--- config.mk ---
export PLATFORM = sky130hd
export DESIGN_NAME = pipe_stage_chain_flat
export DESIGN_NICKNAME = d
export VERILOG_FILES = /design/src/rtl/pipe_stage_chain_if.sv /design/src/rtl/pipe_stage_chain.sv /design/src/flat_wrapper.sv
export SDC_FILE = /design/constraint.sdc
export NUM_CORES = 1
export LEC_CHECK = 0
export CORE_MARGIN = 2
export CORE_UTILIZATION = 40
export CTS_CLUSTER_DIAMETER = 40
export CTS_CLUSTER_SIZE = 8
export DETAILED_ROUTE_END_ITERATION = 12
export PLACE_DENSITY = 0.81
export SLEW_MARGIN = 40
export SYNTH_ARGS = -nofsm -noshare
export SYNTH_HDL_FRONTEND = slang
export SYNTH_SLANG_ARGS = --single-unit
--- constraint.sdc ---
create_clock -name clk_i -period 2 [get_ports clk_i]
set_input_delay 0.3 -clock clk_i [delete_from_list [all_inputs] [get_ports clk_i]]
set_output_delay 0.3 -clock clk_i [all_outputs]
set_load 0.02 [all_outputs]
--- src/rtl/pipe_stage_chain_if.sv ---
// Handshake and tap bundle for pipe_stage_chain.
// The master side drives the payload and stall/flush controls; the slave
// side (the chain) drives readiness, per-stage taps and occupancy.
interface pipe_stage_chain_if #(
  parameter int WIDTH = 32,
  parameter int DEPTH = 4,
  parameter int CNTW  = 4
);
  logic                   in_valid_i;
  logic [WIDTH-1:0]       in_data_i;
  logic                   in_ready_o;
  logic [DEPTH-1:0]       stall_mask_i;
  logic [DEPTH-1:0]       flush_mask_i;
  logic [DEPTH-1:0]       stage_valid_o;
  logic [DEPTH*WIDTH-1:0] stage_data_o;
  logic                   out_valid_o;
  logic [WIDTH-1:0]       out_data_o;
  logic [CNTW-1:0]        occ_o;

  modport master (
    output in_valid_i, in_data_i, stall_mask_i, flush_mask_i,
    input  in_ready_o, stage_valid_o, stage_data_o, out_valid_o, out_data_o, occ_o
  );

  modport slave (
    input  in_valid_i, in_data_i, stall_mask_i, flush_mask_i,
    output in_ready_o, stage_valid_o, stage_data_o, out_valid_o, out_data_o, occ_o
  );
endinterface

--- src/rtl/pipe_stage_chain.sv ---
// Chain of DEPTH pipeline registers with per-stage valid, stall, flush and
// bubble insertion. Stage k feeds CPU stage k+1; every stage is tapped.
// A stall on stage k holds stage k and everything upstream of it; the first
// non-held stage below a held one receives a bubble. Bubbles and flushed
// stages always carry all-zero data so they decode as NOP downstream.
module pipe_stage_chain #(
  parameter int WIDTH = 32,
  parameter int DEPTH = 4,
  parameter int CNTW  = 4
) (
  input logic               clk_i,
  input logic               rst_n,
  pipe_stage_chain_if.slave bus
);

  logic [DEPTH-1:0]       hold;
  logic [DEPTH-1:0]       valid_q;
  logic [DEPTH-1:0]       valid_d;
  logic [DEPTH*WIDTH-1:0] data_q;
  logic [DEPTH*WIDTH-1:0] data_d;
  logic [CNTW-1:0]        occ_q;
  logic [CNTW-1:0]        occ_d;

  // A stage holds if it or any stage downstream of it is stalled.
  for (genvar k = 0; k < DEPTH; k++) begin : g_hold
    assign hold[k] = |bus.stall_mask_i[DEPTH-1:k];
  end

  // Next-state selection per stage: flush, then hold, then load/bubble/shift.
  always_comb begin
    valid_d = valid_q;
    data_d  = data_q;

    if (bus.flush_mask_i[0]) begin
      valid_d[0]         = 1'b0;
      data_d[WIDTH-1:0]  = '0;
    end else if (!hold[0]) begin
      valid_d[0]         = bus.in_valid_i;
      data_d[WIDTH-1:0]  = bus.in_valid_i ? bus.in_data_i : '0;
    end

    for (int k = 1; k < DEPTH; k++) begin
      if (bus.flush_mask_i[k]) begin
        valid_d[k]                = 1'b0;
        data_d[k*WIDTH +: WIDTH]  = '0;
      end else if (!hold[k]) begin
        if (hold[k-1]) begin
          valid_d[k]               = 1'b0;
          data_d[k*WIDTH +: WIDTH] = '0;
        end else begin
          valid_d[k]               = valid_q[k-1];
          data_d[k*WIDTH +: WIDTH] = data_q[(k-1)*WIDTH +: WIDTH];
        end
      end
    end
  end

  // Occupancy tracks the valid vector being loaded, so it is never stale.
  always_comb begin
    occ_d = '0;
    for (int k = 0; k < DEPTH; k++) begin
      occ_d = occ_d + CNTW'(valid_d[k]);
    end
  end

  // Stage registers and occupancy counter.
  always_ff @(posedge clk_i or negedge rst_n) begin
    if (!rst_n) begin
      valid_q <= '0;
      data_q  <= '0;
      occ_q   <= '0;
    end else begin
      valid_q <= valid_d;
      data_q  <= data_d;
      occ_q   <= occ_d;
    end
  end

  assign bus.in_ready_o    = ~hold[0];
  assign bus.stage_valid_o = valid_q;
  assign bus.stage_data_o  = data_q;
  assign bus.out_valid_o   = valid_q[DEPTH-1];
  assign bus.out_data_o    = data_q[(DEPTH-1)*WIDTH +: WIDTH];
  assign bus.occ_o         = occ_q;

endmodule

--- src/flat_wrapper.sv ---
// flat-port wrapper written by rule: the top's interface ports become plain ports
module pipe_stage_chain_flat 
#(
  parameter int WIDTH = 32,
  parameter int DEPTH = 4,
  parameter int CNTW  = 4
)
  (clk_i, rst_n, bus_in_valid_i, bus_in_data_i, bus_stall_mask_i, bus_flush_mask_i, bus_in_ready_o, bus_stage_valid_o, bus_stage_data_o, bus_out_valid_o, bus_out_data_o, bus_occ_o);
  pipe_stage_chain_if #(.WIDTH(WIDTH), .DEPTH(DEPTH), .CNTW(CNTW)) bus_i ();
  input logic clk_i;
  input logic rst_n;
  input wire logic [$bits(bus_i.in_valid_i)-1:0] bus_in_valid_i;
  input wire logic [$bits(bus_i.in_data_i)-1:0] bus_in_data_i;
  input wire logic [$bits(bus_i.stall_mask_i)-1:0] bus_stall_mask_i;
  input wire logic [$bits(bus_i.flush_mask_i)-1:0] bus_flush_mask_i;
  output wire logic [$bits(bus_i.in_ready_o)-1:0] bus_in_ready_o;
  output wire logic [$bits(bus_i.stage_valid_o)-1:0] bus_stage_valid_o;
  output wire logic [$bits(bus_i.stage_data_o)-1:0] bus_stage_data_o;
  output wire logic [$bits(bus_i.out_valid_o)-1:0] bus_out_valid_o;
  output wire logic [$bits(bus_i.out_data_o)-1:0] bus_out_data_o;
  output wire logic [$bits(bus_i.occ_o)-1:0] bus_occ_o;
  assign bus_i.in_valid_i = bus_in_valid_i;
  assign bus_i.in_data_i = bus_in_data_i;
  assign bus_i.stall_mask_i = bus_stall_mask_i;
  assign bus_i.flush_mask_i = bus_flush_mask_i;
  assign bus_in_ready_o = bus_i.in_ready_o;
  assign bus_stage_valid_o = bus_i.stage_valid_o;
  assign bus_stage_data_o = bus_i.stage_data_o;
  assign bus_out_valid_o = bus_i.out_valid_o;
  assign bus_out_data_o = bus_i.out_data_o;
  assign bus_occ_o = bus_i.occ_o;
  pipe_stage_chain #(.WIDTH(WIDTH), .DEPTH(DEPTH), .CNTW(CNTW)) u_core (.clk_i(clk_i), .rst_n(rst_n), .bus(bus_i));
endmodule
Yosys cells after proc, flatten, opt, wreduce, memory -nomap -nowiden. Cells that the tools add are included.

Input port bits: 43. Register bits: 136.

Bitwise logic cells: 1. Equal/unequal tests: 4. $add $sub $neg: 3. Reduce and logical (&&, ||, !) cells: 3. Mux-type cells: 23.

Operator list (number): 32-bit 2-to-1 mux (12); 1-bit 2-to-1 mux (11); 4-bit by 1-bit adder with 4-bit output (2); 2-bit inequality test, second input constant (3); 4-bit OR reduction (1); 3-bit OR reduction (1); 1-bit by 1-bit adder with 2-bit output (1); 2-bit by 1-bit inequality test with 1-bit output, second input constant (1); 2-bit OR reduction (1); 1-bit inverter (1).

Depth between registers and ports, before layout.
Depth after elaboration: 7. Gate-level depth with buffers: 10. Depth with buffers taken out: 8.

Worst setup path before layout. Ideal clock, no wire load.

Path type: input to register. Start: input port bus_stall_mask_i[3]. End: register u_core.occ_q[1] (netlist: u_core.bus.occ_o[1]). Data arrival time: 2.079 ns. Stages: 9. Buffers on the path: 2. Setup slack: -0.205 ns. Cells stage by stage: nor3_1 > buf_2 > clkbuf_1 > o21ai_0 > ha_1 > inv_1 > fa_1 > inv_1 > ha_1.

Word-level cells in the longest chain between the ends: 7.

Ends and longest elaborated chain: start, declared (line flat_wrapper.sv:14) `input wire logic [$bits(bus_i.stall_mask_i)-1:0] bus_stall_mask_i;`; 4-bit OR reduction (line pipe_stage_chain.sv:26) `assign hold[k] = |bus.stall_mask_i[DEPTH-1:k];`; 1-bit 2-to-1 mux (line pipe_stage_chain.sv:47) `if (hold[k-1]) begin`; 1-bit 2-to-1 mux * (line pipe_stage_chain.sv:46) `end else if (!hold[k]) begin`; 1-bit 2-to-1 mux * (line pipe_stage_chain.sv:43) `if (bus.flush_mask_i[k]) begin`; named net u_core.valid_d[1] (line pipe_stage_chain.sv:18) `logic [DEPTH-1:0] valid_d;`; 1-bit by 1-bit adder with 2-bit output * (line pipe_stage_chain.sv:62) `occ_d = occ_d + CNTW'(valid_d[k]);`; 4-bit by 1-bit adder with 4-bit output * (2 in a row) (line pipe_stage_chain.sv:62); named net u_core.occ_d[1] (line pipe_stage_chain.sv:22) `logic [CNTW-1:0] occ_d;`; end signal, assigned (line pipe_stage_chain.sv:71) `occ_q <= '0;`; end signal, assigned (line pipe_stage_chain.sv:75) `occ_q <= occ_d;`; end, declared (line pipe_stage_chain.sv:21) `logic [CNTW-1:0] occ_q;`.

The timed path passes the listed nets; every way through them passes the cells marked *. A chain may end at the register's enable or synchronous reset.

Worst setup path after layout.
Start: input port bus_stall_mask_i[0]. End: register u_core.occ_q[1] (netlist: u_core.bus.occ_o[1]).

RTL lines: 4-bit OR reduction (line pipe_stage_chain.sv:26); 1-bit 2-to-1 mux (line pipe_stage_chain.sv:37) `end else if (!hold[0]) begin`; 1-bit 2-to-1 mux (line pipe_stage_chain.sv:34) `if (bus.flush_mask_i[0]) begin`; named net u_core.valid_d[0] (line pipe_stage_chain.sv:18); 1-bit by 1-bit adder with 2-bit output (line pipe_stage_chain.sv:62); 4-bit by 1-bit adder with 4-bit output (2 in a row) (line pipe_stage_chain.sv:62); named net u_core.occ_d[1] (line pipe_stage_chain.sv:22).

The timed path passes the listed nets, and every way through them passes these cells.

==> metrics.md <==
| Metric | Value |
|---|---|
| Xor/xnor share of the synthesized area | `0%` |
| Crit end category | `flop` |
| Yosys top cell by area | `dfrtp_1` |
| Commonest non-fill, non-tap cell in the layout | `clkdlybuf4s50_1` |
| Clock Latency Late Sink | `0.41 ns` |
| Max cap viols | `0` |
| Max Root-Sink Buffers | `2` |
| Ratio of cells with drive above 1 in the final layout | `9.17%` |
| Final Total Pwr | `6120 µW` |
| Synth Area in Adders | `0.841%` |
| Top cells by area, synth | `dfrtp_1 63%, a22o_1 16%, buf_4 4.9%` |
| CTS Sinks | `135` |
| Seq/Total Area, Yosys | `63.1%` |
| Post-placement setup slack | `-0.521 ns` |
| H-tree depth | `4` |
| Core Box Area | `13100 µm²` |
| Most frequent cells in the layout | `205 x clkdlybuf4s50_1, 135 x dfrtp_1, 98 x a22o_1` |
| Crit path max fanout | `2` |
| Sw frac | `21.0%` |
| CTS buffer count | `17` |
| Vias in the first global route | `4262` |
| Post-Synthesis Cells | `420` |
| Root Buffer | `clkbuf_16` |
| Starting density of the core | `40.8%` |
| # fillers | `1014` |
| CP required | `2.28 ns` |
| Post-Route WL | `15200 µm` |
| Worst Path Arrival | `2.25 ns` |
| Routed length per instance | `19.3 µm` |
| Die height | `120 µm` |
| FP Rows | `42` |
| Final non-filler cell area | `8050 µm²` |
| CP dominant cell by count | `ha_1` |
| Synthesis-to-layout area growth | `50.4%` |
| Finish-stage setup viols | `0` |
| Die X | `120 µm` |
| Largest family of logic cells by synthesized area | `compound AO/OA/AOI/OAI gates` |
| DR vias/cell | `5.21` |
| Synthesized area per cell | `12.8 µm²` |
| Post-DP HPWL | `11000 µm` |
| CP startpoint kind | `input pin` |
| Met3 global-route usage | `4.37%` |
| Diodes inserted | `0` |
| Setup TNS | `0 ns` |
| Slew Limit Fails | `0` |
| Synth warnings | `0` |
| HP Class | `in2async` |
| Grt total ovfl | `0` |
| Placed cell areas | `7460 µm²` |
| DR iter-0 viols | `298` |
| Gr usage total | `21.7%` |
| Outcome | `finished clean` |
| Maximum vdd drop | `0.000507 V` |
| Sw power | `1290 µW` |
| Die ar. | `14300 µm²` |
| WP buf/inv | `3` |
| FF+latch count, synth | `135` |
| Synthesized cell area | `5360 µm²` |
| Achievable clock frequency | `507 MHz` |
| Synthesized Nets | `466` |
| Post CTS Setup Buffer Count | `0` |
| Reg power frac | `45.0%` |
| WHS | `0.388 ns` |
| Met2 usage | `34.9%` |
| Leak | `0.00351 µW` |
| Gr busiest metal | `met2` |
| Placer Congestion | `0.819` |
| Clock Skews | `0.00914 ns` |
| Initial antenna violation count | `0` |
| Fin crit share | `98.6%` |
| CTS tree | `built` |
| Port bufs | `211` |
| Synthesized-area fraction occupied by and/or/nand/nor cells | `8.39%` |
| Global-route wire length before repair | `23800 µm` |
| Rel. slew slack | `51.8%` |
| CP max stage delay | `0.35 ns` |
| Tmin final | `1.97 ns` |
| Setup slack after layout | `0.0275 ns` |
| Unique masters post-synth | `21` |
| Final Hold Fails | `0` |
| Worst Tran Pin Value | `0.721 ns` |
| # DRC | `0` |
| Worst setup path class | `in2reg` |
| Layout net count | `645` |
| Internal power | `4830 µW` |
| Boundary Pins | `213` |
| DR vias | `4104` |
| Critical path's slowest cell | `nor4_4` |
| GRT met1 Usage | `27.8%` |
| Clock-pin slew on the worst setup and hold paths | `0.05 ns` |
| Clock network fraction of total power | `49.7%` |
| Power Dens Cells | `760 nW/µm²` |
| Largest net degree at the start of global routing | `63` |
| CP top delay family | `adder cells` |
| CP Cell Sequence | `clkdlybuf4s15_1 -> nor4_4 -> mux2i_1 -> nor2_2 -> ha_1 -> inv_2 -> fa_2 -> inv_1 -> ha_1` |
| DRT antenna net count | `0` |
| Top cell type's share of synthesized area | `63.1%` |
| Mux contribution to synthesized area | `0.187%` |
| Compound-Gate Fraction of Synth Area | `19.3%` |
| Combinational share of power | `5.3%` |
| First-pass DRT Iterations | `4` |
==> synth_stat cells (all sizes together) <==
cell / count
ha: 2
clkbuf: 15
mux2i: 1
conb: 1
inv: 4
buf: 52
and3b: 1
nor2: 5
a22oi: 1
nor2b: 1
nand3: 33
dfrtp: 135
nor3: 2
fa: 1
a22o: 98
nor4: 2
nand2b: 33
o21ai: 33
==> state kept, by name, summed over array words and instances (netlist names) <==
register                  cells
u_core.bus.stage_data_o     128
u_core.bus.stage_valid_o      4
u_core.bus.occ_o              3
==> timing repair <==
item / CTS / global route
endpoints found under the setup margin: 3 / 1
resized for setup: 5 / 3
hold endpoints to repair: 40 / 0
hold buffers: 1 / 0
gates cloned: 0 / 0
pin swaps: 1 / 3
==> cells by family (layout without fill, tap and decap cells) <==
family,after synthesis,in the layout
buffers and inverters,71,262
other,1,1
muxes,1,1
DFF,135,135
adders and majority gates,3,3
and+or+nand+nor,77,77
AOI/OAI and AO/OA,132,132
==> final timing paths <==
check                                                        startpoint                                       end  slack [ns]  depth (start not counted)
worst max-delay path                                bus_stall_mask_i[0]             u_core.bus.occ_o[1]$_DFF_PN0_        0.03                          9
worst min-delay path                                              rst_n  u_core.bus.stage_data_o[106]$_DFFE_PN0P_        0.39                          2
worst max register to register    u_core.bus.stage_valid_o[0]$_DFF_PN0_             u_core.bus.occ_o[1]$_DFF_PN0_        0.17                          7
worst min register to register  u_core.bus.stage_data_o[48]$_DFFE_PN0P_   u_core.bus.stage_data_o[80]$_DFFE_PN0P_        0.52                          1
max in group asynchronous                                         rst_n   u_core.bus.stage_data_o[30]$_DFFE_PN0P_        1.01                          3
min in group clk_i                                    bus_in_data_i[16]   u_core.bus.stage_data_o[16]$_DFFE_PN0P_        0.49                          2
==> layout make-up <==
type	count	area (µm²)	area share, %
clock buffer	23	488	6.06
multi-input combinational	214	1580	19.7
clock inverter	8	96.3	1.20
timing repair buffer	227	2270	28.2
sequential	135	3380	42.0
inverter	4	15.0	0.186
tap	176	220	2.74
==> power by group through the flow <==
stage | Sequential (µW) | Combinational, µW | Clock, µW
2_1_floorplan | 2810 | 101 | 0
3_3_place_gp | 2800 | 319 | 0
3_5_place_dp | 2800 | 326 | 0
4_1_cts | 2750 | 326 | 3070
5_1_grt | 2750 | 351 | 3200
6_report | 2750 | 323 | 3040
==> metrics by stage <==
step	util [%]	instances
2_1_floorplan	-	420
3_3_place_gp	56.7	755
3_5_place_dp	56.8	755
4_1_cts	61.2	787
5_1_grt	61.3	787
6_report	61.3	787
==> routing by layer <==
| metal | vias up | routed length [µm] |
|---|---|---|
| met1 | 2057 | 6340 |
| met5 | - | 0 |
| met4 | 0 | 578 |
| li1 | 1857 | - |
| met2 | 148 | 7590 |
| met3 | 42 | 708 |
(Power assumes the default switching activity.)
